### src/rtl/dbg_scan_if.sv
// Request/response channel between the debug address scanner (master) and
// the debug address decoder (slave).
interface dbg_scan_if;
    logic        req_valid;
    logic        req_ready;
    logic [31:0] req_addr;
    logic        rsp_valid;
    logic [31:0] rsp_data;

    modport master (
        output req_valid,
        output req_addr,
        input  req_ready,
        input  rsp_valid,
        input  rsp_data
    );

    modport slave (
        input  req_valid,
        input  req_addr,
        output req_ready,
        output rsp_valid,
        output rsp_data
    );
endinterface

### src/rtl/dbg_addr_scanner.sv
// Debug-bus scanner: reads NUM_ADDR addresses and reports an XOR signature and a non-zero hit count.
// Optional feature macro: DBG_SCAN_TIMEOUT_EN (per-address response timeout, sets sticky err_o).
module dbg_addr_scanner #(
    parameter logic [31:0] BASE_ADDR      = 32'd1,
    parameter logic [31:0] STRIDE         = 32'd1,
    parameter int unsigned NUM_ADDR       = 4,
    parameter int unsigned TIMEOUT_CYCLES = 15
) (
    input  logic        clk,
    input  logic        reset,
    input  logic        start_i,
    dbg_scan_if.master  bus,
    output logic        busy_o,
    output logic        done_o,
    output logic [31:0] signature_o,
    output logic [7:0]  hit_cnt_o,
    output logic        err_o
);

    typedef enum logic [1:0] {
        S_IDLE = 2'd0,
        S_REQ  = 2'd1,
        S_WAIT = 2'd2,
        S_DONE = 2'd3
    } state_e;

    localparam logic [7:0] LAST_IDX = 8'(NUM_ADDR - 1);

    if ((NUM_ADDR < 1) || (NUM_ADDR > 255) || (TIMEOUT_CYCLES < 1)) begin : g_cfg_check
        $error("dbg_addr_scanner: NUM_ADDR must be 1..255 and TIMEOUT_CYCLES >= 1");
    end

    state_e      state_q, state_d;
    logic [31:0] addr_q, addr_d;
    logic [7:0]  idx_q, idx_d;
    logic [31:0] sig_q, sig_d;
    logic [7:0]  hit_q, hit_d;
    logic        err_q, err_d;
    logic        req_valid_q, req_valid_d;
    logic        busy_q, busy_d;
    logic        done_q, done_d;

    logic start_take_s;
    logic rsp_take_s;
    logic timeout_s;
    logic advance_s;

    // A response is only accepted in WAIT, which starts the cycle after acceptance.
    assign start_take_s = (state_q == S_IDLE) && start_i;
    assign rsp_take_s   = (state_q == S_WAIT) && bus.rsp_valid;
    assign advance_s    = rsp_take_s || timeout_s;

`ifdef DBG_SCAN_TIMEOUT_EN
    localparam logic [15:0] TO_LAST = 16'(TIMEOUT_CYCLES - 1);
    logic [15:0] to_cnt_q, to_cnt_d;

    assign timeout_s = (state_q == S_WAIT) && !bus.rsp_valid && (to_cnt_q == TO_LAST);

    // Counts silent WAIT cycles; cleared whenever the scanner is not waiting.
    always_comb begin
        to_cnt_d = 16'd0;
        if ((state_q == S_WAIT) && !bus.rsp_valid && (to_cnt_q != TO_LAST)) begin
            to_cnt_d = to_cnt_q + 16'd1;
        end else begin
            to_cnt_d = 16'd0;
        end
    end

    // Timeout counter register.
    always_ff @(posedge clk) begin
        if (reset) begin
            to_cnt_q <= 16'd0;
        end else begin
            to_cnt_q <= to_cnt_d;
        end
    end
`else
    assign timeout_s = 1'b0;
`endif

    // Next-state logic.
    always_comb begin
        state_d = state_q;
        case (state_q)
            S_IDLE: begin
                if (start_i) state_d = S_REQ;
                else         state_d = S_IDLE;
            end
            S_REQ: begin
                if (bus.req_ready) state_d = S_WAIT;
                else               state_d = S_REQ;
            end
            S_WAIT: begin
                if (advance_s) begin
                    if (idx_q == LAST_IDX) state_d = S_DONE;
                    else                   state_d = S_REQ;
                end else begin
                    state_d = S_WAIT;
                end
            end
            S_DONE:  state_d = S_IDLE;
            default: state_d = S_IDLE;
        endcase
    end

    // Scan datapath: address walk, signature, hit count and sticky error.
    always_comb begin
        addr_d = addr_q;
        idx_d  = idx_q;
        sig_d  = sig_q;
        hit_d  = hit_q;
        err_d  = err_q;
        if (start_take_s) begin
            addr_d = BASE_ADDR;
            idx_d  = 8'd0;
            sig_d  = 32'd0;
            hit_d  = 8'd0;
            err_d  = 1'b0;
        end else begin
            if (rsp_take_s) begin
                sig_d = sig_q ^ bus.rsp_data;
                if ((bus.rsp_data != 32'd0) && (hit_q != 8'hFF)) hit_d = hit_q + 8'd1;
                else                                              hit_d = hit_q;
            end else begin
                sig_d = sig_q;
                hit_d = hit_q;
            end
            if (timeout_s) err_d = 1'b1;
            else           err_d = err_q;
            // Address addition wraps modulo 2^32 by construction.
            if (advance_s && (idx_q != LAST_IDX)) begin
                addr_d = addr_q + STRIDE;
                idx_d  = idx_q + 8'd1;
            end else begin
                addr_d = addr_q;
                idx_d  = idx_q;
            end
        end
    end

    // Outputs are decoded from the next state so they can be registered.
    always_comb begin
        req_valid_d = (state_d == S_REQ);
        busy_d      = (state_d != S_IDLE);
        done_d      = (state_d == S_DONE);
    end

    // State, datapath and output registers.
    always_ff @(posedge clk) begin
        if (reset) begin
            state_q     <= S_IDLE;
            addr_q      <= 32'd0;
            idx_q       <= 8'd0;
            sig_q       <= 32'd0;
            hit_q       <= 8'd0;
            err_q       <= 1'b0;
            req_valid_q <= 1'b0;
            busy_q      <= 1'b0;
            done_q      <= 1'b0;
        end else begin
            state_q     <= state_d;
            addr_q      <= addr_d;
            idx_q       <= idx_d;
            sig_q       <= sig_d;
            hit_q       <= hit_d;
            err_q       <= err_d;
            req_valid_q <= req_valid_d;
            busy_q      <= busy_d;
            done_q      <= done_d;
        end
    end

    assign bus.req_valid = req_valid_q;
    assign bus.req_addr  = addr_q;
    assign busy_o        = busy_q;
    assign done_o        = done_q;
    assign signature_o   = sig_q;
    assign hit_cnt_o     = hit_q;
    assign err_o         = err_q;

endmodule

### src/flat_wrapper.sv
// flat-port wrapper written by rule: the top's interface ports become plain ports
module dbg_addr_scanner_flat 
#(
    parameter logic [31:0] BASE_ADDR      = 32'd1,
    parameter logic [31:0] STRIDE         = 32'd1,
    parameter int unsigned NUM_ADDR       = 4,
    parameter int unsigned TIMEOUT_CYCLES = 15
)
  (clk, reset, start_i, busy_o, done_o, signature_o, hit_cnt_o, err_o, bus_req_valid, bus_req_addr, bus_req_ready, bus_rsp_valid, bus_rsp_data);
  dbg_scan_if bus_i ();
  input  logic clk;
  input  logic reset;
  input  logic start_i;
  output logic busy_o;
  output logic done_o;
  output logic [31:0] signature_o;
  output logic [7:0] hit_cnt_o;
  output logic err_o;
  output wire logic [$bits(bus_i.req_valid)-1:0] bus_req_valid;
  output wire logic [$bits(bus_i.req_addr)-1:0] bus_req_addr;
  input wire logic [$bits(bus_i.req_ready)-1:0] bus_req_ready;
  input wire logic [$bits(bus_i.rsp_valid)-1:0] bus_rsp_valid;
  input wire logic [$bits(bus_i.rsp_data)-1:0] bus_rsp_data;
  assign bus_req_valid = bus_i.req_valid;
  assign bus_req_addr = bus_i.req_addr;
  assign bus_i.req_ready = bus_req_ready;
  assign bus_i.rsp_valid = bus_rsp_valid;
  assign bus_i.rsp_data = bus_rsp_data;
  dbg_addr_scanner #(.BASE_ADDR(BASE_ADDR), .STRIDE(STRIDE), .NUM_ADDR(NUM_ADDR), .TIMEOUT_CYCLES(TIMEOUT_CYCLES)) u_core (.clk(clk), .reset(reset), .start_i(start_i), .bus(bus_i), .busy_o(busy_o), .done_o(done_o), .signature_o(signature_o), .hit_cnt_o(hit_cnt_o), .err_o(err_o));
endmodule
### config.mk
export PLATFORM = sky130hd
export DESIGN_NAME = dbg_addr_scanner_flat
export DESIGN_NICKNAME = d
export VERILOG_FILES = /design/src/rtl/dbg_scan_if.sv /design/src/rtl/dbg_addr_scanner.sv /design/src/flat_wrapper.sv
export SDC_FILE = /design/constraint.sdc
export NUM_CORES = 1
export LEC_CHECK = 0
export ABC_AREA = 1
export BUFFER_PORTS_ARGS = -buffer_cell sky130_fd_sc_hd__buf_2
export CORE_ASPECT_RATIO = 1.75
export CORE_MARGIN = 4
export CORE_UTILIZATION = 57
export DETAILED_ROUTE_END_ITERATION = 10
export GPL_TIMING_DRIVEN = 0
export PLACE_DENSITY = 0.85
export REMOVE_ABC_BUFFERS = 1
export SYNTH_ARGS = -nofsm -noshare
export SYNTH_HDL_FRONTEND = slang
export SYNTH_SLANG_ARGS = --single-unit
export TNS_END_PERCENT = 1
### constraint.sdc
create_clock -name clk -period 3.2 [get_ports clk]
set_input_delay 0.32 -clock clk [delete_from_list [all_inputs] [get_ports clk]]
set_output_delay 0.32 -clock clk [all_outputs]
set_load 0.01 [all_outputs]
==> report_table.html <==
<table>
<tr><th>Metric</th><th>Value</th></tr>
<tr><th colspan="2">Floorplanning</th></tr>
<tr><td>Total core area</td><td>~7300 sq um</td></tr>
<tr><td># IOs</td><td>113</td></tr>
<tr><td>Full die area</td><td>9140 sq um</td></tr>
<tr><td>Die width</td><td>between 70 and 80 um</td></tr>
<tr><td>Die extent in y</td><td>roughly 120 um</td></tr>
<tr><td>Num rows</td><td>about 40</td></tr>
<tr><td>Initial core utilization</td><td>approximately three fifths</td></tr>
<tr><th colspan="2">Clock tree</th></tr>
<tr><td>Clk slew on worst S/H paths</td><td>about 60 ps</td></tr>
<tr><td>Num CTS Buffers</td><td>9</td></tr>
<tr><td>CTS Hold Bufs</td><td>0</td></tr>
<tr><td>Clk root buf</td><td>sky130_fd_sc_hd__clkbuf_16</td></tr>
<tr><td>Sinks on Clock Net</td><td>85</td></tr>
<tr><td>Maximum clock path buffer count</td><td>2</td></tr>
<tr><td>Number of setup buffers added after CTS</td><td>0</td></tr>
<tr><td>CTS tree</td><td>done</td></tr>
<tr><td>Count of instances resized after the clock tree is built</td><td>0</td></tr>
<tr><td>Latest clock arrival within the worst-skew pair</td><td>between 300 and 400 ps</td></tr>
<tr><td>Maximum level of the CTS H-tree</td><td>3</td></tr>
<tr><th colspan="2">Timing</th></tr>
<tr><td>Sum Neg Setup Slack</td><td>0 ps</td></tr>
<tr><td>Transition time of the tightest slew-check pin</td><td>875 ps</td></tr>
<tr><td>Post-route clock skew</td><td>3.91 ps</td></tr>
<tr><td>Shortest period the worst path allows</td><td>between 2000 and 2500 ps</td></tr>
<tr><td>Total count of hold-check failures in the final report</td><td>0</td></tr>
<tr><td>Post-route setup slack</td><td>slightly below 900 ps</td></tr>
<tr><td>Count of final setup violators</td><td>0</td></tr>
<tr><td>Setup repair after global routing missed its margin</td><td>false</td></tr>
<tr><td>Relative slew slack</td><td>between 40% and 50%</td></tr>
<tr><td>Highest Clock Rate</td><td>0.428 GHz</td></tr>
<tr><td>Period utilization</td><td>73.0%</td></tr>
<tr><td>Fin. max-slew vios</td><td>0</td></tr>
<tr><th colspan="2">Critical path</th></tr>
<tr><td>Most prevalent standard cell on the critical path</td><td>sky130_fd_sc_hd__inv_2</td></tr>
<tr><td>Critical Path End</td><td>u_core.bus.req_addr[8]</td></tr>
<tr><td>Startpoint-to-endpoint class of the critical path</td><td>register to register</td></tr>
<tr><td>Signal arrival time at the worst endpoint</td><td>between 2000 and 3000 ps</td></tr>
<tr><td>Launch point of the critical path</td><td>u_core.state_q[0]</td></tr>
<tr><td>Kind of start point of the critical path</td><td>register</td></tr>
<tr><td>Highest cell delay on the worst timing path</td><td>670 ps</td></tr>
<tr><td>Critical path's slowest cell</td><td>sky130_fd_sc_hd__nor2_4</td></tr>
<tr><td>Cells along the critical path</td><td>inv_2, nand3_1, inv_1, nor2_4, inv_2, a21oi_1, o21a_1</td></tr>
<tr><td>Reg-to-reg critical path endpoint</td><td>u_core.bus.req_addr[8]</td></tr>
<tr><td>Number of gates on the worst path with buffers counted</td><td>7</td></tr>
<tr><td>Worst Reg-to-Reg Cells</td><td>7</td></tr>
<tr><td>Maximum fanout along the worst path</td><td>41</td></tr>
<tr><td>Cell family with most CP delay</td><td>simple AND/OR/NAND/NOR gates</td></tr>
<tr><td>Reg-to-reg critical path startpoint</td><td>u_core.state_q[0]</td></tr>
<tr><td>Worst endpoint required time</td><td>roughly 3500 ps</td></tr>
<tr><td>Worst path bufs/invs</td><td>3</td></tr>
<tr><td>Setup slack of the most critical reg-to-reg path</td><td>approximately 860 ps</td></tr>
<tr><td>Type of element capturing the critical path</td><td>register</td></tr>
<tr><th colspan="2">Synthesis</th></tr>
<tr><td>Synthesized area per cell</td><td>about 6.4 sq um</td></tr>
<tr><td>Sequential-to-total area share from yosys stat</td><td>approximately two fifths</td></tr>
<tr><td>Ys async rst share</td><td>0%</td></tr>
<tr><td>Register bit total from synthesis</td><td>85</td></tr>
<tr><td>Yosys warns</td><td>0</td></tr>
<tr><td>Area leader, netlist</td><td>sky130_fd_sc_hd__dfxtp_1</td></tr>
<tr><td>Number of distinct library cell variants in the gate-level netlist after synthesis</td><td>32</td></tr>
<tr><td>Most common cell in the synthesized netlist</td><td>sky130_fd_sc_hd__nand2_1</td></tr>
<tr><td>Commonest cells post-synth</td><td>sky130_fd_sc_hd__nand2_1 (147), sky130_fd_sc_hd__nor2_1 (127), sky130_fd_sc_hd__inv_1 (111)</td></tr>
<tr><td>Primary flip-flop cell chosen by synthesis mapping</td><td>sky130_fd_sc_hd__dfxtp_1</td></tr>
<tr><td>Number of enable-type register cells in the synthesized netlist</td><td>0</td></tr>
<tr><td>Instance count of the mapped netlist</td><td>~680</td></tr>
<tr><td>Area share of the largest cell type after synthesis</td><td>39.2%</td></tr>
<tr><td>Main area contributors after synthesis</td><td>sky130_fd_sc_hd__dfxtp_1 (39%), sky130_fd_sc_hd__nand2_1 (13%), sky130_fd_sc_hd__nor2_1 (11%)</td></tr>
<tr><td>Netlist area before placement</td><td>roughly 4300 sq um</td></tr>
<tr><th colspan="2">Final layout</th></tr>
<tr><td>Post-Layout Cell Count</td><td>a little under 900</td></tr>
<tr><td>Diodes inserted</td><td>0</td></tr>
<tr><td>Final layout net count</td><td>826</td></tr>
<tr><td>Area overhead of the layout relative to synthesis</td><td>21.1%</td></tr>
<tr><td># fillers</td><td>622</td></tr>
<tr><td>Final design instance area without fill</td><td>5260 sq um</td></tr>
<tr><td>Share of post-route cells with drive strength above 1</td><td>between 10% and 20%</td></tr>
<tr><th colspan="2">Detailed routing</th></tr>
<tr><td>Vias/cell</td><td>about 5.2</td></tr>
<tr><td>Detailed-route via count</td><td>about 4500</td></tr>
<tr><td>DRC violations left</td><td>0</td></tr>
<tr><td>Final wirelength</td><td>about 11000 um</td></tr>
<tr><td>Routed wirelength normalized by instance count</td><td>about 12 um</td></tr>
<tr><td>Drt pass-1 iters</td><td>5</td></tr>
<tr><td>Post-DRT Antenna Nets</td><td>0</td></tr>
<tr><td>Iteration-0 DRC Markers</td><td>180</td></tr>
<tr><th colspan="2">Job</th></tr>
<tr><td>Count of max-cap constraint violations</td><td>0</td></tr>
<tr><th colspan="2">Global route</th></tr>
<tr><td>Global-route congestion overflow total</td><td>0</td></tr>
<tr><td>Initial antenna violation count</td><td>0</td></tr>
<tr><td>Overall Global Routing Usage</td><td>approximately a quarter</td></tr>
<tr><td>Met2 Use GR</td><td>a little under half</td></tr>
<tr><td>Met1 global-route usage</td><td>a little under a quarter</td></tr>
<tr><td>Via count of the first global-routing pass</td><td>between 4000 and 5000</td></tr>
<tr><td>Global Route met3 Usage</td><td>8.62%</td></tr>
<tr><td>Largest net degree at the start of global routing</td><td>42</td></tr>
<tr><td>Top Usage Layer GRT</td><td>met2</td></tr>
<tr><td>Global-route wire length before repair</td><td>about 18000 um</td></tr>
<tr><th colspan="2">Run status</th></tr>
<tr><td>Result of the run</td><td>completed</td></tr>
<tr><th colspan="2">Placement</th></tr>
<tr><td>Final GP Congestion</td><td>between 0.9 and 1</td></tr>
<tr><td>Cell count after placement</td><td>approximately 860</td></tr>
<tr><td>Count of input and output buffers</td><td>approximately 110</td></tr>
<tr><td>Post-Place Worst Slack</td><td>between 800 and 900 ps</td></tr>
<tr><td>Post-DP HPWL</td><td>between 7000 and 8000 um</td></tr>
<tr><td>Cell area after placement</td><td>between 4000 and 5000 sq um</td></tr>
<tr><th colspan="2">Pwr</th></tr>
<tr><td>Worst supply voltage drop on vdd</td><td>around 0.38 mV</td></tr>
<tr><td>P_leak</td><td>0.00243 uW</td></tr>
<tr><td>Areal power density over the cells</td><td>~460 nW/um^2</td></tr>
<tr><th colspan="2">Worst hold path</th></tr>
<tr><td>Worst Hold Class</td><td>primary input to register</td></tr>
</table>
-- cells by family after synthesis --
logic type | synth area share (%)
xor gates and xnor gates | 1.61
adders and majority gates | 0.864
DFF | 39.2
AOI/OAI and AO/OA | 9.16
and+or+nand+nor | 36.6
buffers and inverters | 12.5
other | 0.0863
-- per-layer routing --
layer  routed length, um  up-vias
li1                    -     2318
met1                3970     2025
met2                5620      151
met3                 809       30
met4                 384        0
met5                   0        -
-- state kept, by name, summed over array words and instances (netlist names) --
register / flops
u_core.bus.req_addr: 32
u_core.bus.req_valid: 1
u_core.busy_o: 1
u_core.done_o: 1
u_core.hit_cnt_o: 8
u_core.idx_q: 8
u_core.signature_o: 32
u_core.state_q: 2
-- power breakdown --
part	switching [uW]	internal, uW
sequential	9.42	1070
clock	416	767
combinational	99.9	49.7
total	525	1890
-- area by class of cell --
cell class                      count  area (sq um)  share of cell area (%)
Inverter                          119           447                    8.49
Timing Repair Buffer              111           556                    10.6
Clock buffer                       13           280                    5.33
Tap cell                           86           108                    2.05
Clock inverter                      3          65.1                    1.24
Sequential cell                    85          1700                    32.3
Multi-Input combinational cell    460          2100                    40.0
-- layout by cell type (no fill, tap or decap) --
cell and instances:
sky130_fd_sc_hd__nand2_4 1, sky130_fd_sc_hd__nand3_1 61, sky130_fd_sc_hd__nor2_4 6, sky130_fd_sc_hd__xor2_1 5, sky130_fd_sc_hd__inv_1 111, sky130_fd_sc_hd__o21ai_0 41
sky130_fd_sc_hd__o211ai_1 1, sky130_fd_sc_hd__buf_2 111, sky130_fd_sc_hd__o21bai_1 1, sky130_fd_sc_hd__o21ai_2 1, sky130_fd_sc_hd__a21oi_1 28, sky130_fd_sc_hd__xnor2_1 3
sky130_fd_sc_hd__nor2_1 127, sky130_fd_sc_hd__clkbuf_8 4, sky130_fd_sc_hd__nor3_1 7, sky130_fd_sc_hd__conb_1 1, sky130_fd_sc_hd__nand2_2 2, sky130_fd_sc_hd__o21a_1 1
sky130_fd_sc_hd__and2_1 2, sky130_fd_sc_hd__ha_1 3, sky130_fd_sc_hd__bufinv_16 2, sky130_fd_sc_hd__o21ai_1 3, sky130_fd_sc_hd__nand2_1 147, sky130_fd_sc_hd__nor3b_1 2
sky130_fd_sc_hd__clkbuf_16 9, sky130_fd_sc_hd__nor3_2 2, sky130_fd_sc_hd__nor2_2 1, sky130_fd_sc_hd__inv_2 7, sky130_fd_sc_hd__clkinv_2 1, sky130_fd_sc_hd__dfxtp_1 85
sky130_fd_sc_hd__clkinv_1 1, sky130_fd_sc_hd__nand4_1 13, sky130_fd_sc_hd__a31oi_1 1
-- metrics by stage --
step	utilization, %	hold slack (ps)	power, uW
floorplan	-	389	1190
global placement	66.9	433	1250
detailed placement	67.0	440	1250
CTS	71.7	192	2440
global route	71.7	192	2500
finish	71.7	198	2410
-- how the worst min path moves through the flow --
stage                                      start                     end  slack, ps  cells past startpoint
final                                      reset  u_core.bus.req_addr[0]        200                      2
after global placement    u_core.signature_o[15]  u_core.signature_o[15]        430                      1
after global routing                       reset  u_core.bus.req_addr[0]        190                      2
after detailed placement  u_core.signature_o[25]  u_core.signature_o[25]        440                      1
after CTS                                  reset  u_core.bus.req_addr[0]        190                      2
after floorplan                            reset  u_core.bus.req_addr[0]        390                      1
-- worst reg2reg max path, stage by stage (launching register included) --
cell and delay (ps):
sky130_fd_sc_hd__dfxtp_1 380, sky130_fd_sc_hd__inv_2 50, sky130_fd_sc_hd__nand3_1 110, sky130_fd_sc_hd__inv_1 80
sky130_fd_sc_hd__nor2_4 670, sky130_fd_sc_hd__inv_2 570, sky130_fd_sc_hd__a21oi_1 290, sky130_fd_sc_hd__o21a_1 140
(Power assumes the default switching activity.)
